--- config.mk ---
export PLATFORM = sky130hd
export DESIGN_NAME = data_mem_arbiter_flat
export DESIGN_NICKNAME = d
export VERILOG_FILES = /design/src/rtl/data_mem_arbiter_if.sv /design/src/rtl/data_mem_arbiter.sv /design/src/flat_wrapper.sv
export SDC_FILE = /design/constraint.sdc
export NUM_CORES = 1
export LEC_CHECK = 0
export CAP_MARGIN = 20
export CELL_PAD_IN_SITES_DETAIL_PLACEMENT = 0
export CELL_PAD_IN_SITES_GLOBAL_PLACEMENT = 1
export CORE_MARGIN = 1
export CORE_UTILIZATION = 41
export DETAILED_ROUTE_END_ITERATION = 10
export DONT_BUFFER_PORTS = 1
export PLACE_DENSITY = 0.73
export SETUP_SLACK_MARGIN = 0.5
export SKIP_CTS_REPAIR_TIMING = 1
export SYNTH_ARGS = -nofsm -noshare
export SYNTH_HDL_FRONTEND = slang
export SYNTH_SLANG_ARGS = --single-unit
--- constraint.sdc ---
create_clock -name clk -period 2.15 [get_ports clk]
set_input_delay 0.43 -clock clk [delete_from_list [all_inputs] [get_ports clk]]
set_output_delay 0.43 -clock clk [all_outputs]
set_load 0.1 [all_outputs]
--- src/rtl/data_mem_arbiter_if.sv ---
// Purpose : bundles the CPU port, the coprocessor port and the byte-bank port of
//           the data-memory arbiter into one interface.
// Latency : n/a (wires only); grants are combinational, responses one cycle later.
// Backpressure: requesters hold *_req until the matching *_gnt is seen.
// Ports   : slave  = arbiter view (requests/bank_rdata in, grants/responses/bank controls out)
//           master = environment view (CPU, coprocessor and bank models).
interface data_mem_arbiter_if #(
  parameter int ADDRW = 15
);
  // CPU load/store unit
  logic             cpu_req;
  logic             cpu_we;
  logic [ADDRW-1:0] cpu_addr;
  logic [1:0]       cpu_size;
  logic             cpu_unsigned;
  logic [31:0]      cpu_wdata;
  logic             cpu_gnt;
  logic             cpu_rvalid;
  logic [31:0]      cpu_rdata;
  logic             cpu_err;
  // image coprocessor (word accesses only)
  logic             cop_req;
  logic             cop_we;
  logic [ADDRW-1:0] cop_addr;
  logic [31:0]      cop_wdata;
  logic             cop_gnt;
  logic             cop_rvalid;
  logic [31:0]      cop_rdata;
  // four byte-wide banks, bank i on byte lane i
  logic [ADDRW-3:0] bank_addr;
  logic [3:0]       bank_rden;
  logic [3:0]       bank_wen;
  logic [31:0]      bank_wdata;
  logic [31:0]      bank_rdata;

  modport slave (
    input  cpu_req, cpu_we, cpu_addr, cpu_size, cpu_unsigned, cpu_wdata,
    output cpu_gnt, cpu_rvalid, cpu_rdata, cpu_err,
    input  cop_req, cop_we, cop_addr, cop_wdata,
    output cop_gnt, cop_rvalid, cop_rdata,
    output bank_addr, bank_rden, bank_wen, bank_wdata,
    input  bank_rdata
  );

  modport master (
    output cpu_req, cpu_we, cpu_addr, cpu_size, cpu_unsigned, cpu_wdata,
    input  cpu_gnt, cpu_rvalid, cpu_rdata, cpu_err,
    output cop_req, cop_we, cop_addr, cop_wdata,
    input  cop_gnt, cop_rvalid, cop_rdata,
    input  bank_addr, bank_rden, bank_wen, bank_wdata,
    output bank_rdata
  );
endinterface

--- src/rtl/data_mem_arbiter.sv ---
// Purpose : shares four byte-wide data banks between the CPU LSU (fixed priority)
//           and the image coprocessor (starvation guard after STARVE_LIM lost contests).
// Latency : grant combinational in cycle N; registered rvalid/rdata/err in cycle N+1.
// Backpressure: loser keeps its request asserted; one access per cycle, back-to-back allowed.
// Ports   : clk, rst_n (async active-low), bus (data_mem_arbiter_if.slave).
module data_mem_arbiter #(
  parameter int ADDRW      = 15,
  parameter int STARVE_LIM = 4
) (
  input  logic                 clk,
  input  logic                 rst_n,
  data_mem_arbiter_if.slave    bus
);

  localparam logic [3:0] LIM = 4'(STARVE_LIM);

  // ---------------------------------------------------------------- state
  logic [3:0]  starve_cnt_q, starve_cnt_d;
  logic        cpu_rvalid_q, cpu_rvalid_d;
  logic        cpu_err_q,    cpu_err_d;
  logic [31:0] cpu_rdata_q,  cpu_rdata_d;
  logic        cop_rvalid_q, cop_rvalid_d;
  logic [31:0] cop_rdata_q,  cop_rdata_d;

  // ---------------------------------------------------------- arbitration
  logic contested, cop_force, cpu_win, cop_win;

  assign contested = bus.cpu_req & bus.cop_req;
  assign cop_force = contested && (starve_cnt_q == LIM);
  // Grants are qualified by rst_n so every output drops while reset is held.
  assign cpu_win   = rst_n & bus.cpu_req & ~cop_force;
  assign cop_win   = rst_n & bus.cop_req & (~bus.cpu_req | cop_force);

  assign bus.cpu_gnt = cpu_win;
  assign bus.cop_gnt = cop_win;

  // --------------------------------------------------------- CPU decode
  logic [1:0]  cpu_a;
  logic [3:0]  cpu_mask;
  logic        cpu_bad;
  logic [31:0] cpu_wsteer;

  assign cpu_a = bus.cpu_addr[1:0];

  always_comb begin
    cpu_mask = 4'b0000;
    cpu_bad  = 1'b0;
    case (bus.cpu_size)
      2'b00: cpu_mask = 4'b0001 << cpu_a;
      2'b01: begin
        if (cpu_a[0]) cpu_bad  = 1'b1;
        else          cpu_mask = cpu_a[1] ? 4'b1100 : 4'b0011;
      end
      2'b10: begin
        if (cpu_a != 2'b00) cpu_bad  = 1'b1;
        else                cpu_mask = 4'b1111;
      end
      default: cpu_bad = 1'b1;
    endcase
  end

  // Replication puts the store data on whichever lanes the mask enables.
  always_comb begin
    case (bus.cpu_size)
      2'b00:   cpu_wsteer = {4{bus.cpu_wdata[7:0]}};
      2'b01:   cpu_wsteer = {2{bus.cpu_wdata[15:0]}};
      default: cpu_wsteer = bus.cpu_wdata;
    endcase
  end

  // --------------------------------------------------------- bank drive
  always_comb begin
    bus.bank_addr  = '0;
    bus.bank_rden  = 4'b0000;
    bus.bank_wen   = 4'b0000;
    bus.bank_wdata = 32'h0;
    if (cpu_win) begin
      bus.bank_addr = bus.cpu_addr[ADDRW-1:2];
      if (bus.cpu_we) begin
        bus.bank_wdata = cpu_wsteer;
        if (!cpu_bad) bus.bank_wen = cpu_mask;
      end else if (!cpu_bad) begin
        bus.bank_rden = cpu_mask;
      end
    end else if (cop_win) begin
      bus.bank_addr = bus.cop_addr[ADDRW-1:2];
      if (bus.cop_we) begin
        bus.bank_wen   = 4'b1111;
        bus.bank_wdata = bus.cop_wdata;
      end else begin
        bus.bank_rden  = 4'b1111;
      end
    end
  end

  // Coprocessor accesses are word-aligned by construction; low bits are dropped.
  logic unused_cop_lsb;
  assign unused_cop_lsb = ^bus.cop_addr[1:0];

  // ------------------------------------------------------ read alignment
  logic [31:0] lane_bits, cpu_sel, cpu_shift, cpu_ext;

  assign lane_bits = {{8{cpu_mask[3]}}, {8{cpu_mask[2]}}, {8{cpu_mask[1]}}, {8{cpu_mask[0]}}};
  assign cpu_sel   = bus.bank_rdata & lane_bits;
  assign cpu_shift = cpu_sel >> {cpu_a, 3'b000};

  always_comb begin
    case (bus.cpu_size)
      2'b00:   cpu_ext = {{24{~bus.cpu_unsigned & cpu_shift[7]}},  cpu_shift[7:0]};
      2'b01:   cpu_ext = {{16{~bus.cpu_unsigned & cpu_shift[15]}}, cpu_shift[15:0]};
      default: cpu_ext = cpu_shift;
    endcase
  end

  // ---------------------------------------------------------- next state
  always_comb begin
    starve_cnt_d = starve_cnt_q;
    cpu_rvalid_d = cpu_win;
    cpu_err_d    = cpu_win & cpu_bad;
    cpu_rdata_d  = 32'h0;
    cop_rvalid_d = cop_win;
    cop_rdata_d  = 32'h0;

    if (cpu_win && !bus.cpu_we && !cpu_bad) cpu_rdata_d = cpu_ext;
    if (cop_win && !bus.cop_we)             cop_rdata_d = bus.bank_rdata;

    // Counts contests the CPU has won in a row; forced coprocessor win resets it.
    if (cop_win)                 starve_cnt_d = 4'd0;
    else if (contested && cpu_win) starve_cnt_d = starve_cnt_q + 4'd1;
  end

  always_ff @(posedge clk or negedge rst_n) begin
    if (!rst_n) begin
      starve_cnt_q <= 4'd0;
      cpu_rvalid_q <= 1'b0;
      cpu_err_q    <= 1'b0;
      cpu_rdata_q  <= 32'h0;
      cop_rvalid_q <= 1'b0;
      cop_rdata_q  <= 32'h0;
    end else begin
      starve_cnt_q <= starve_cnt_d;
      cpu_rvalid_q <= cpu_rvalid_d;
      cpu_err_q    <= cpu_err_d;
      cpu_rdata_q  <= cpu_rdata_d;
      cop_rvalid_q <= cop_rvalid_d;
      cop_rdata_q  <= cop_rdata_d;
    end
  end

  assign bus.cpu_rvalid = cpu_rvalid_q;
  assign bus.cpu_err    = cpu_err_q;
  assign bus.cpu_rdata  = cpu_rdata_q;
  assign bus.cop_rvalid = cop_rvalid_q;
  assign bus.cop_rdata  = cop_rdata_q;

endmodule

--- src/flat_wrapper.sv ---
// flat-port wrapper written by rule: the top's interface ports become plain ports
module data_mem_arbiter_flat 
#(
  parameter int ADDRW      = 15,
  parameter int STARVE_LIM = 4
)
  (clk, rst_n, bus_cpu_req, bus_cpu_we, bus_cpu_addr, bus_cpu_size, bus_cpu_unsigned, bus_cpu_wdata, bus_cpu_gnt, bus_cpu_rvalid, bus_cpu_rdata, bus_cpu_err, bus_cop_req, bus_cop_we, bus_cop_addr, bus_cop_wdata, bus_cop_gnt, bus_cop_rvalid, bus_cop_rdata, bus_bank_addr, bus_bank_rden, bus_bank_wen, bus_bank_wdata, bus_bank_rdata);
  data_mem_arbiter_if #(.ADDRW(ADDRW)) bus_i ();
  input  logic clk;
  input  logic rst_n;
  input wire logic [$bits(bus_i.cpu_req)-1:0] bus_cpu_req;
  input wire logic [$bits(bus_i.cpu_we)-1:0] bus_cpu_we;
  input wire logic [$bits(bus_i.cpu_addr)-1:0] bus_cpu_addr;
  input wire logic [$bits(bus_i.cpu_size)-1:0] bus_cpu_size;
  input wire logic [$bits(bus_i.cpu_unsigned)-1:0] bus_cpu_unsigned;
  input wire logic [$bits(bus_i.cpu_wdata)-1:0] bus_cpu_wdata;
  output wire logic [$bits(bus_i.cpu_gnt)-1:0] bus_cpu_gnt;
  output wire logic [$bits(bus_i.cpu_rvalid)-1:0] bus_cpu_rvalid;
  output wire logic [$bits(bus_i.cpu_rdata)-1:0] bus_cpu_rdata;
  output wire logic [$bits(bus_i.cpu_err)-1:0] bus_cpu_err;
  input wire logic [$bits(bus_i.cop_req)-1:0] bus_cop_req;
  input wire logic [$bits(bus_i.cop_we)-1:0] bus_cop_we;
  input wire logic [$bits(bus_i.cop_addr)-1:0] bus_cop_addr;
  input wire logic [$bits(bus_i.cop_wdata)-1:0] bus_cop_wdata;
  output wire logic [$bits(bus_i.cop_gnt)-1:0] bus_cop_gnt;
  output wire logic [$bits(bus_i.cop_rvalid)-1:0] bus_cop_rvalid;
  output wire logic [$bits(bus_i.cop_rdata)-1:0] bus_cop_rdata;
  output wire logic [$bits(bus_i.bank_addr)-1:0] bus_bank_addr;
  output wire logic [$bits(bus_i.bank_rden)-1:0] bus_bank_rden;
  output wire logic [$bits(bus_i.bank_wen)-1:0] bus_bank_wen;
  output wire logic [$bits(bus_i.bank_wdata)-1:0] bus_bank_wdata;
  input wire logic [$bits(bus_i.bank_rdata)-1:0] bus_bank_rdata;
  assign bus_i.cpu_req = bus_cpu_req;
  assign bus_i.cpu_we = bus_cpu_we;
  assign bus_i.cpu_addr = bus_cpu_addr;
  assign bus_i.cpu_size = bus_cpu_size;
  assign bus_i.cpu_unsigned = bus_cpu_unsigned;
  assign bus_i.cpu_wdata = bus_cpu_wdata;
  assign bus_cpu_gnt = bus_i.cpu_gnt;
  assign bus_cpu_rvalid = bus_i.cpu_rvalid;
  assign bus_cpu_rdata = bus_i.cpu_rdata;
  assign bus_cpu_err = bus_i.cpu_err;
  assign bus_i.cop_req = bus_cop_req;
  assign bus_i.cop_we = bus_cop_we;
  assign bus_i.cop_addr = bus_cop_addr;
  assign bus_i.cop_wdata = bus_cop_wdata;
  assign bus_cop_gnt = bus_i.cop_gnt;
  assign bus_cop_rvalid = bus_i.cop_rvalid;
  assign bus_cop_rdata = bus_i.cop_rdata;
  assign bus_bank_addr = bus_i.bank_addr;
  assign bus_bank_rden = bus_i.bank_rden;
  assign bus_bank_wen = bus_i.bank_wen;
  assign bus_bank_wdata = bus_i.bank_wdata;
  assign bus_i.bank_rdata = bus_bank_rdata;
  data_mem_arbiter #(.ADDRW(ADDRW), .STARVE_LIM(STARVE_LIM)) u_core (.clk(clk), .rst_n(rst_n), .bus(bus_i));
endmodule
==> flow_metrics.py <==
metrics = {
    "status": {
        "status": "complete, but fails checks",
        "violations": "negative hold slack, negative setup slack",
    },
    "timing": {
        "holdWs_ps": -239,
        "maxSlewViolCount": 0,
        "period_minus_slack_ps": 2510,
        "slew_headroom": 0.514,
        "timing.fmax_mhz": 399,
        "clock_skew_ps": 9.71,
        "finalSetupTns_ps": -16380,
        "grt_setup_unrepaired": "yes",
        "timing.final.ws_setup_ps": -356,
        "fin_crit_sh": 1.17,
        "tightest_slew_ps": 726,
        "finalSetupViolations": 55,
        "hold_viol_final": 71,
    },
    "synthesis": {
        "synth-async-reset-ratio": 1.00,
        "synth_top_family_by_area": "compound AO/OA/AOI/OAI gates",
        "synth_top_cell_area_share": 0.435,
        "synth_xor_area_frac": 0.00613,
        "synth_flop_cell": "dfrtp_1",
        "synth_top_area_cell": "dfrtp_1",
        "synth_edf_count": 0,
        "synth_cells": 395,
        "synth_warnings": 0,
        "syn-num-nets": 532,
        "ys_top_cells_by_area": "dfrtp_1 44%, mux2i_1 6.4%, a22o_1 6.0%",
        "syn-cell-area_um2": 4080,
        "yosysUniqueCellTypes": 52,
        "synth.area.mux_share": 0.0638,
        "synth-seq-area-share": 0.435,
        "synth_fa_ha_area_frac": 0.00613,
        "synth-simple-area-share": 0.179,
        "synth-seq-cells": 71,
        "synth_compound_area_frac": 0.243,
        "syn_avg_cell_area_um2": 10.3,
    },
    "clock_tree": {
        "clk_path_buf_depth": 2,
        "clockRootBuffer": "clkbuf_8",
        "clock_latency_ps": 360,
        "clock-sinks": 71,
        "cts_inserted_buffers": 9,
        "cts_tree": "built",
        "htreeDepth": 3,
        "clk_pin_slew_ps": 80,
    },
    "worst_setup_path": {
        "cp_data_arrival_time_ps": 2080,
        "cp.required_ps": 1720,
        "cp_max_fo": 5,
        "worstSetupStartpointType": "register",
        "critical_path_class": "register to primary output",
        "critPathCaptureType": "primary output",
    },
    "route": {
        "drtIter0Drc": 191,
        "via_count": 3788,
        "routed_wl_um": 14500,
        "dr.pass1.iters": 4,
        "drc": 0,
        "viasPerCell": 5.93,
        "postRouteAntennaNets": 0,
        "routedWlPerCell_um": 22.8,
    },
    "worst_hold_path": {
        "hp-class": "input port to asynchronous set/reset pin",
    },
    "placement": {
        "dpl_worst_slack_ps": -69.7,
        "io_buffers": 0,
        "gp_congestion": 0.856,
        "dp_hpwl_um": 9670,
    },
    "pwr": {
        "power.leakage_nw": 3.12,
        "powerDensity_nw_per_um2": 579,
        "ir_drop_v": 0.000311,
    },
    "layout": {
        "nets": 638,
        "layout-drive-gt1-share": 0.504,
        "area_growth_pct": 64.8,
        "final_cell_mix": "89 x buf_4, 71 x dfrtp_1, 32 x and3_1, 31 x buf_12, 29 x nand2_1",
        "layout_commonest_cell": "buf_4",
        "num_antenna_cells": 0,
        "final_util": 0.691,
    },
    "floorplan": {
        "ios": 257,
        "dieWidth_um": 102,
        "rows": 36,
        "die_area_um2": 10400,
        "initial_core_util": 0.419,
        "core_um2": 9730,
        "die-height_um": 102,
    },
    "grt": {
        "grt_pass1_wl_um": 18700,
        "track_usage": 0.243,
        "overflow": 0,
        "antenna_found_initial": 0,
        "grt_max_degree": 75,
        "grt_pass1_vias": 3468,
    },
    "job": {
        "maxCapViolCount": 0,
    },
}
==> metal layers <==
metal  global-route usage  vias up  part of all wire
li1                     -     1686                 -
met1                0.269     1857              0.33
met2                0.438      220              0.56
met3               0.0676       25             0.085
met4               0.0970        0             0.022
met5                    0        -                 0
==> state kept, by name (all words and copies together), names as in the netlist <==
name and cells:
u_core.bus.cop_rdata 32, u_core.bus.cpu_err 1, u_core.bus.cpu_rvalid 1, u_core.bus.cpu_rdata 32
u_core.starve_cnt_q 4, u_core.bus.cop_rvalid 1
==> final cells by class <==
class	count	area, um2
Fill cell	691	3010
Multi-Input combinational cell	279	2960
Sequential cell	71	1780
Timing Repair Buffer	133	1570
Tap cell	133	166
Clock buffer	11	141
Clock inverter	5	81.3
Inverter	7	33.8
==> critical path, cell delays in order, from the launching register on <==
cell and delay, ps:
dfrtp_1 360, inv_2 50, ha_4 150, and4b_1 180, or2_4 270, inv_8 90, nand2_8 70, buf_12 150
o22ai_4 190, buf_12 200
==> cells by family after synthesis <==
family,Yosys count
compound gates,131
xor+xnor,2
flops,71
simple gates,117
mux,26
fa+ha+maj,2
buf+inv,46
==> cells in the mapped netlist (all sizes together) (4+ instances only) <==
cell and n:
and3 32, o21bai 4, mux2i 26, nand3 7, inv 5, a22o 28, nor2 13, o22a 7
a22oi 7, a21oi 31, buf 21, o21ai 16, nor3 17, o2bb2ai 16, clkbuf 18, a32o 8
nand2 31, a2bb2oi 8, dfrtp 71
==> where the power goes <==
group          internal, W  switching [W]
combinational     0.000425       0.000898
clock             0.000685       0.000504
sequential         0.00137      0.0000147
total              0.00247        0.00142
==> final timing paths <==
| path | slack, ps | depth (start not counted) | endpoint | from |
|---|---|---|---|---|
| worst max-delay path | -360 | 9 | bus_bank_wdata[31] | u_core.starve_cnt_q[1] |
| worst min-delay path | -240 | 0 | u_core.starve_cnt_q[0] | rst_n |
| worst max register to register | 380 | 7 | u_core.bus.cpu_rdata[13] | u_core.starve_cnt_q[1] |
| worst min register to register | 580 | 2 | u_core.starve_cnt_q[3] | u_core.starve_cnt_q[3] |
| max in group asynchronous | 2280 | 0 | u_core.bus.cpu_rdata[18] | rst_n |
| min in group clk | 220 | 2 | u_core.starve_cnt_q[0] | bus_cop_req |
==> per-stage QoR <==
step / std cells / power (W) / instance area (um2)
after global routing: 639 / 0.00399 / 6720
after floorplan: 395 / 0.00244 / 4910
after CTS: 616 / 0.00375 / 6090
after global placement: 600 / 0.00257 / 5860
final: 639 / 0.00389 / 6720
after detailed placement: 600 / 0.00259 / 5860
Note: power is estimated with default switching activity, not from simulation.
